**config.mk**
```make
export PLATFORM = sky130hd
export DESIGN_NAME = lms_fir_core
export DESIGN_NICKNAME = d
export VERILOG_FILES = /design/src/rtl/lms_fir_core.sv
export SDC_FILE = /design/constraint.sdc
export NUM_CORES = 1
export LEC_CHECK = 0
export ABC_AREA = 1
export BUFFER_PORTS_ARGS = -buffer_cell sky130_fd_sc_hd__buf_2
export CAP_MARGIN = 20
export CORE_ASPECT_RATIO = 1.5
export CORE_MARGIN = 10
export CORE_UTILIZATION = 55
export CTS_CLUSTER_SIZE = 10
export DETAILED_ROUTE_END_ITERATION = 10
export PLACE_DENSITY = 0.91
export SYNTH_ARGS = -nofsm -noshare
export SYNTH_HDL_FRONTEND = slang
export SYNTH_SLANG_ARGS = --single-unit
```
**constraint.sdc**
```tcl
create_clock -name clk -period 8.2 [get_ports clk]
set_input_delay 0.82 -clock clk [delete_from_list [all_inputs] [get_ports clk]]
set_output_delay 0.82 -clock clk [all_outputs]
set_load 0.01 [all_outputs]
```
**src/rtl/lms_fir_core.sv**
```systemverilog
// 16-tap LMS FIR datapath: tap delay line, serial MAC, error and weight-update strobe.
// Define FIR_SAT_EN to saturate y and e to 14 bits; otherwise they wrap.
module lms_fir_core #(
    parameter int FRAC = 10
) (
    input  logic        clk,
    input  logic        rstn,
    input  logic        in_valid,
    output logic        in_ready,
    input  logic [13:0] x_in,
    input  logic [13:0] d_in,
    input  logic [13:0] weight_in_0,
    input  logic [13:0] weight_in_1,
    input  logic [13:0] weight_in_2,
    input  logic [13:0] weight_in_3,
    input  logic [13:0] weight_in_4,
    input  logic [13:0] weight_in_5,
    input  logic [13:0] weight_in_6,
    input  logic [13:0] weight_in_7,
    input  logic [13:0] weight_in_8,
    input  logic [13:0] weight_in_9,
    input  logic [13:0] weight_in_10,
    input  logic [13:0] weight_in_11,
    input  logic [13:0] weight_in_12,
    input  logic [13:0] weight_in_13,
    input  logic [13:0] weight_in_14,
    input  logic [13:0] weight_in_15,
    output logic [13:0] reff_0,
    output logic [13:0] reff_1,
    output logic [13:0] reff_2,
    output logic [13:0] reff_3,
    output logic [13:0] reff_4,
    output logic [13:0] reff_5,
    output logic [13:0] reff_6,
    output logic [13:0] reff_7,
    output logic [13:0] reff_8,
    output logic [13:0] reff_9,
    output logic [13:0] reff_10,
    output logic [13:0] reff_11,
    output logic [13:0] reff_12,
    output logic [13:0] reff_13,
    output logic [13:0] reff_14,
    output logic [13:0] reff_15,
    output logic [13:0] y_out,
    output logic [13:0] e,
    output logic        out_valid,
    output logic        weight_cal_state
);

    typedef enum logic [1:0] {StIdle, StMac, StErr, StUpd} state_t;

    state_t                state_q, state_d;
    logic signed [13:0]    reff_q [16];
    logic signed [13:0]    w [16];
    logic signed [31:0]    acc_q;
    logic        [3:0]     idx_q;
    logic        [13:0]    d_q, y_q, e_q;
    logic        [13:0]    y_d, e_d;
    logic signed [13:0]    w_sel, r_sel;
    logic signed [27:0]    prod;

    assign w[0]  = weight_in_0;   assign w[1]  = weight_in_1;
    assign w[2]  = weight_in_2;   assign w[3]  = weight_in_3;
    assign w[4]  = weight_in_4;   assign w[5]  = weight_in_5;
    assign w[6]  = weight_in_6;   assign w[7]  = weight_in_7;
    assign w[8]  = weight_in_8;   assign w[9]  = weight_in_9;
    assign w[10] = weight_in_10;  assign w[11] = weight_in_11;
    assign w[12] = weight_in_12;  assign w[13] = weight_in_13;
    assign w[14] = weight_in_14;  assign w[15] = weight_in_15;

    assign reff_0  = reff_q[0];   assign reff_1  = reff_q[1];
    assign reff_2  = reff_q[2];   assign reff_3  = reff_q[3];
    assign reff_4  = reff_q[4];   assign reff_5  = reff_q[5];
    assign reff_6  = reff_q[6];   assign reff_7  = reff_q[7];
    assign reff_8  = reff_q[8];   assign reff_9  = reff_q[9];
    assign reff_10 = reff_q[10];  assign reff_11 = reff_q[11];
    assign reff_12 = reff_q[12];  assign reff_13 = reff_q[13];
    assign reff_14 = reff_q[14];  assign reff_15 = reff_q[15];

    assign in_ready         = (state_q == StIdle);
    assign out_valid        = (state_q == StUpd);
    assign weight_cal_state = (state_q == StUpd);
    assign y_out            = y_q;
    assign e                = e_q;

    always_comb begin
        w_sel = w[idx_q];
        r_sel = reff_q[idx_q];
        prod  = 28'(w_sel) * 28'(r_sel);
    end

`ifdef FIR_SAT_EN
    logic signed [31:0] acc_sh;
    logic signed [14:0] e_wide;

    always_comb begin
        acc_sh = acc_q >>> FRAC;
        if (acc_sh > 32'sd8191) begin
            y_d = 14'h1fff;
        end else if (acc_sh < -32'sd8192) begin
            y_d = 14'h2000;
        end else begin
            y_d = acc_sh[13:0];
        end
        // y is reduced before the subtraction so e matches the y the user sees
        e_wide = {d_q[13], d_q} - {y_d[13], y_d};
        if (e_wide > 15'sd8191) begin
            e_d = 14'h1fff;
        end else if (e_wide < -15'sd8192) begin
            e_d = 14'h2000;
        end else begin
            e_d = e_wide[13:0];
        end
    end
`else
    always_comb begin
        y_d = 14'(acc_q >>> FRAC);
        e_d = d_q - y_d;
    end
`endif

    always_comb begin
        state_d = state_q;
        unique case (state_q)
            StIdle:  if (in_valid) state_d = StMac;
            StMac:   if (idx_q == 4'd15) state_d = StErr;
            StErr:   state_d = StUpd;
            StUpd:   state_d = StIdle;
            default: state_d = StIdle;
        endcase
    end

    always_ff @(posedge clk or negedge rstn) begin
        if (!rstn) begin
            state_q <= StIdle;
            for (int k = 0; k < 16; k++) reff_q[k] <= '0;
            acc_q   <= '0;
            idx_q   <= '0;
            d_q     <= '0;
            y_q     <= '0;
            e_q     <= '0;
        end else begin
            state_q <= state_d;
            unique case (state_q)
                StIdle: begin
                    if (in_valid) begin
                        for (int k = 15; k > 0; k--) reff_q[k] <= reff_q[k-1];
                        reff_q[0] <= x_in;
                        d_q       <= d_in;
                        acc_q     <= '0;
                        idx_q     <= '0;
                    end
                end
                StMac: begin
                    acc_q <= acc_q + 32'(prod);
                    idx_q <= idx_q + 4'd1;
                end
                StErr: begin
                    y_q <= y_d;
                    e_q <= e_d;
                end
                default: ;
            endcase
        end
    end

endmodule

```
; ---- Word level (Yosys, flattened, before mapping)
; Cells that the tools add are included.
; Widths: inputs -> output; s select.
[word_totals]
elab_cells = 52
regBits = 304
in_bits = 255
[op_classes]
n_reduce_logical = 5
mux = 13
n_addsub = 3
n_bitwise = 1
mul = 1
n_lt_le_gt_ge = 1
n_eq_ne = 6
[ops]
columns = operator, n
row1 = $bmux 14 s4, 2
row2 = $pmux 32 s2, 1
row3 = $mux 14, 4
row4 = $add 32x28->32, 1
row5 = $mux 32, 1
row6 = $mul 14x14->28, 1
row7 = $sub 14x14->14, 1
row8 = $pmux 2 s4, 1
row9 = $pmux 4 s2, 1
row10 = $reduce_and 2->1, 3
row11 = $ge 5x5->1 const B, 1
row12 = $not 4->5, 1
row13 = $add 4x1->4 const B, 1
row14 = $eq 2x2->1 const B, 2
row15 = $eq 4x4->1 const B, 1
row16 = $mux 2, 2
row17 = $mux 4, 1
row18 = $ne 2x2->1 const B, 2
row19 = $eq 2x1->1 const B, 1
row20 = $logic_not 2->1, 1
row21 = $reduce_bool 2->1, 1

; ---- Depth between registers and ports, before layout
[logic_depth]
depth_word = 7
mapped_depth = 39
depth_no_buf = 34

; ---- Worst setup path after synthesis
; Ideal clock, no wire load.
[synth_timing]
path_type = reg-to-reg
start = reg idx_q[0]
end = reg acc_q[21]
stages_incl_launch_ff = 32
synth_period_minus_slack_ps = 6622
arrival_time_ps = 6491
n_path_buf = 5
path_slack_ps = 1578
t_required_ps = 8069
cell_sequence = dfrtp_1 > buf_6 > buf_6 > buf_4 > buf_4 > buf_2 > o21ai_0 > nand3_1 > nand3_1 > nand2_1 > nand2_1 > inv_1 > fa_1 > inv_1 > fa_1 > inv_1 > fa_1 > fa_1 > fa_1 > inv_1 > fa_1 > inv_1 > ha_1 > nand2_1 > nor4_1 > a21oi_1 > o21bai_1 > nand3_1 > nand3_1 > nand2_1 > nand2_1 > o22ai_1
[synth_via]
elab_chain_len = 7
[synth_lines]
columns = item, line_no
row1 = start: declaration, 56  ; logic [3:0] idx_q;
row2 = start signal: assignment, 156  ; idx_q <= idx_q + 4'd1;
row3 = $not 4->5 (not written as such) *, "87, 88"
row4 = $bmux 14 s4 (on tied branches), "87, 88"
row5 = $mux 14 (on tied branches) (2 in a row), "87, 88"
row6 = $mul 14x14->28 *, 89  ; prod = 28'(w_sel) * 28'(r_sel);
row7 = $add 32x28->32 *, 155  ; acc_q <= acc_q + 32'(prod);
row8 = $pmux 32 s2 *, 144  ; unique case (state_q)
row9 = end signal: assignment, 155
row10 = end: declaration, 55  ; logic signed [31:0] acc_q;
; Mark *: on every way between the ends. The rest lies on a longest branch, timed or not. The select of a mux whose other input is x is not followed.
; A chain may end at the register's enable or synchronous reset.

; ---- Worst setup path after layout
; Same ends and word-level chain as after synthesis.

==> metrics.md <==
| Metric | Value |
|---|---|
| Share of the yosys chip area belonging to registers | `about a third` |
| Clk Tree Root Cell | `clkbuf_16` |
| TritonCTS clock tree | `built` |
| Global placement routability congestion | `0.997` |
| Cell Area, Placed | `26300 µm²` |
| Required arrival time at the worst endpoint | `8.59 ns` |
| Fraction of final layout cells with drive strength greater than 1 | `17.8%` |
| Remaining antenna violation count after routing | `0` |
| First-pass GRT wire length | `136000 µm` |
| Average wire length per cell after detail routing | `22.1 µm` |
| Number of nets produced by synthesis | `3608` |
| Number of nets in the finished design | `4008` |
| RSZ-0062 raised after global routing | `false` |
| Area of the die | `51800 µm²` |
| Total global routing track utilization | `33.9%` |
| Hold violation total from the final report | `0` |
| Later-pin clock latency in the skew report | `0.55 ns` |
| Worst R2R Path Depth | `31` |
| Total CTS buffers | `36` |
| Total via count in the routed design | `23.2k` |
| Run status | `finished, final reports clean` |
| Clock sink total | `296` |
| Minimum clock period | `7.57 ns` |
| # port buffers | `509` |
| Final count of negative-setup-slack endpoints | `0` |
| Category of the most critical setup path | `reg2reg` |
| Maximum level of the CTS H-tree | `2` |
| Worst-path clk slew | `0.06 ns` |
| Max FFs per register | `24` |
| Area of the mapped netlist | `23600 µm²` |
| Sum of buffers and inverters on the critical path | `9` |
| Post-CTS Repair Setup Buffers | `0` |
| Post-synthesis cell type count | `42` |
| Kind of cell with the highest combined delay on the critical path | `adder cells` |
| Count of instances resized after the clock tree is built | `0` |
| R2r startpoint | `idx_q[0]` |
| Commonest cells after routing, fill and taps aside | `704 x nand2_1, 565 x inv_1, 508 x buf_2, 429 x o21ai_0, 293 x dfrtp_1` |
| Area growth from synthesis to final layout | `15.6%` |
| Post-route cell area | `roughly 27000 µm²` |
| Per-instance average area after synthesis | `7.70 µm²` |
| Largest fanout on the critical path | `74` |
| Synthesis-stage register bit count | `a little under 300` |
| Number of rows created at floorplan | `93` |
| Crit Reg-Reg Endpoint | `acc_q[21]` |
| Die H | `274 µm` |
| Reg-to-reg slack, setup | `0.63 ns` |
| Maximum number of pins on one net before global-route repair | `285` |
| Critical path launch point type | `flip-flop` |
| Dpl hpwl | `just under 70000 µm` |
| Number of design rule violations left after detail routing | `0` |
| Area of the core region | `42700 µm²` |
| Max-slew violation total from the final report | `0` |
| Number of warnings issued by yosys | `0` |
| Total Negative Setup Slacks | `0 ns` |
| Total Wirelength | `89700 µm` |
| Initial antenna violation count | `7` |
| Area of the multi-input gates | `13000 µm²` |
| Total global routing overflow | `0` |
| Clk buf depth | `3` |
| Most common cell after layout, fill and taps aside | `nand2_1` |
| Initial standard-cell utilization of the core | `55.3%` |
| Worst hold-check path type | `in2async` |
| Maximum operating frequency | `~130 MHz` |
| Iteration-0 DRC count of the detailed router | `around 2.1k` |
| CP most frequent cell | `inv_1` |
| Critical path endpoint category | `flip-flop` |
| CP max stage delay | `approximately 0.60 ns` |
| Cells after synthesis | `3069` |
| Die extent in x | `189 µm` |
| Sequential cell area | `7420 µm²` |
| Via-per-instance ratio | `between 5 and 6` |
| Skew final | `0.0230 ns` |
| Post-CTS Hold Fix Bufs | `0` |
| Actual transition at the worst max-transition pin | `approximately 1.2 ns` |
| Worst path slowest cell | `dfrtp_4` |
| Worst rel slew slack | `roughly a fifth` |
| Number of global-route vias before repair | `~24k` |
| Critical path arrival | `approximately 8 ns` |
| Largest reg by FF count | `acc_q` |
| Fillers | `~3.7k` |
| Final critical-path share of the clock period | `92.3%` |
| IO Pins | `510` |
| Number of search-and-repair iterations in the first detailed-routing pass | `6` |
| Max_cap viols | `0` |
## per-layer routing
metal,vias up,GRT usage [%],wire [µm]
met5,-,0,13
met1,11100,36.7,29900
met3,337,7.44,8370
met2,1358,57.8,44000
met4,2,24.5,7370
li1,10400,-,-
## cell type report
type,count,area share (%)
Multi-Input combinational cell,2018,47.8
Sequential cell,296,27.1
Timing Repair Buffer,545,10.8
Inverter,572,7.89
Clock buffer,44,3.52
Tap cell,570,2.61
Clock inverter,4,0.201
Antenna cell,6,0.0550
## through the flow
| stage | hold WS [ns] | setup WS, ns | util [%] | std cells |
|---|---|---|---|---|
| after floorplan | 0.452 | 1.58 | - | 3069 |
| after global placement | 0.450 | 0.729 | 61.5 | 4000 |
| after detailed placement | 0.453 | 0.660 | 61.5 | 4000 |
| after CTS | 0.464 | 0.642 | 63.9 | 4048 |
| after global routing | 0.482 | 0.0995 | 64.0 | 4054 |
| final | 0.391 | 0.630 | 64.0 | 4055 |
## worst max path at each step
| stage | slack (ns) | start | cells after the start | endpoint |
|---|---|---|---|---|
| after global routing | 0.1 | idx_q[0] | 31 | acc_q[21] |
| after global placement | 0.73 | idx_q[0] | 31 | acc_q[21] |
| after CTS | 0.64 | idx_q[0] | 27 | acc_q[23] |
| after floorplan | 1.58 | idx_q[0] | 31 | acc_q[21] |
| final | 0.63 | idx_q[0] | 31 | acc_q[21] |
| after detailed placement | 0.66 | idx_q[0] | 28 | acc_q[21] |
## Yosys cell counts
cell / number / share of area, %
nand2_1: 705 / 11
inv_1: 567 / 9.0
o21ai_0: 430 / 9.1
dfrtp_1: 296 / 31
fa_1: 193 / 16
nand3_1: 179 / 3.8
nor2_1: 131 / 2.1
a21oi_1: 115 / 2.4
ha_1: 91 / 4.8
clkbuf_1: 81 / 1.3
o221ai_1: 35 / 1.3
buf_2: 33 / 0.70
buf_6: 28 / 1.3
buf_4: 27 / 0.86
o211ai_1: 21 / 0.67
o21ai_1: 21 / 0.44
nand2_2: 16 / 0.42
o22ai_1: 16 / 0.42
buf_1: 14 / 0.22
xnor2_1: 11 / 0.41
xor2_1: 11 / 0.41
a21o_1: 6 / 0.19
o31ai_1: 6 / 0.19
nor3_1: 5 / 0.11
a22o_1: 3 / 0.11
a31oi_1: 3 / 0.079
inv_2: 3 / 0.048
nand3b_1: 3 / 0.095
a21boi_0: 2 / 0.064
nand4_1: 2 / 0.053
nor2_2: 2 / 0.053
o2111ai_1: 2 / 0.074
o21bai_1: 2 / 0.064
a211oi_1: 1 / 0.032
a221oi_1: 1 / 0.037
clkinv_1: 1 / 0.016
inv_4: 1 / 0.026
nand2b_1: 1 / 0.026
nor4_1: 1 / 0.026
o211ai_2: 1 / 0.053
o21a_1: 1 / 0.032
or2_2: 1 / 0.026
## kinds of logic after synthesis
family / Yosys count / synth area share [%]
buffers and inverters: 755 / 13.5
AO/OA/AOI/OAI: 666 / 15.3
AND/OR/NAND/NOR: 1046 / 17.9
adder cells (fa/ha/maj): 284 / 21.2
flip-flops: 296 / 31.3
XOR/XNOR: 22 / 0.815
Power is not shown: default switching activity piles up to over one toggle a cycle in this logic, so the estimate is an artifact.
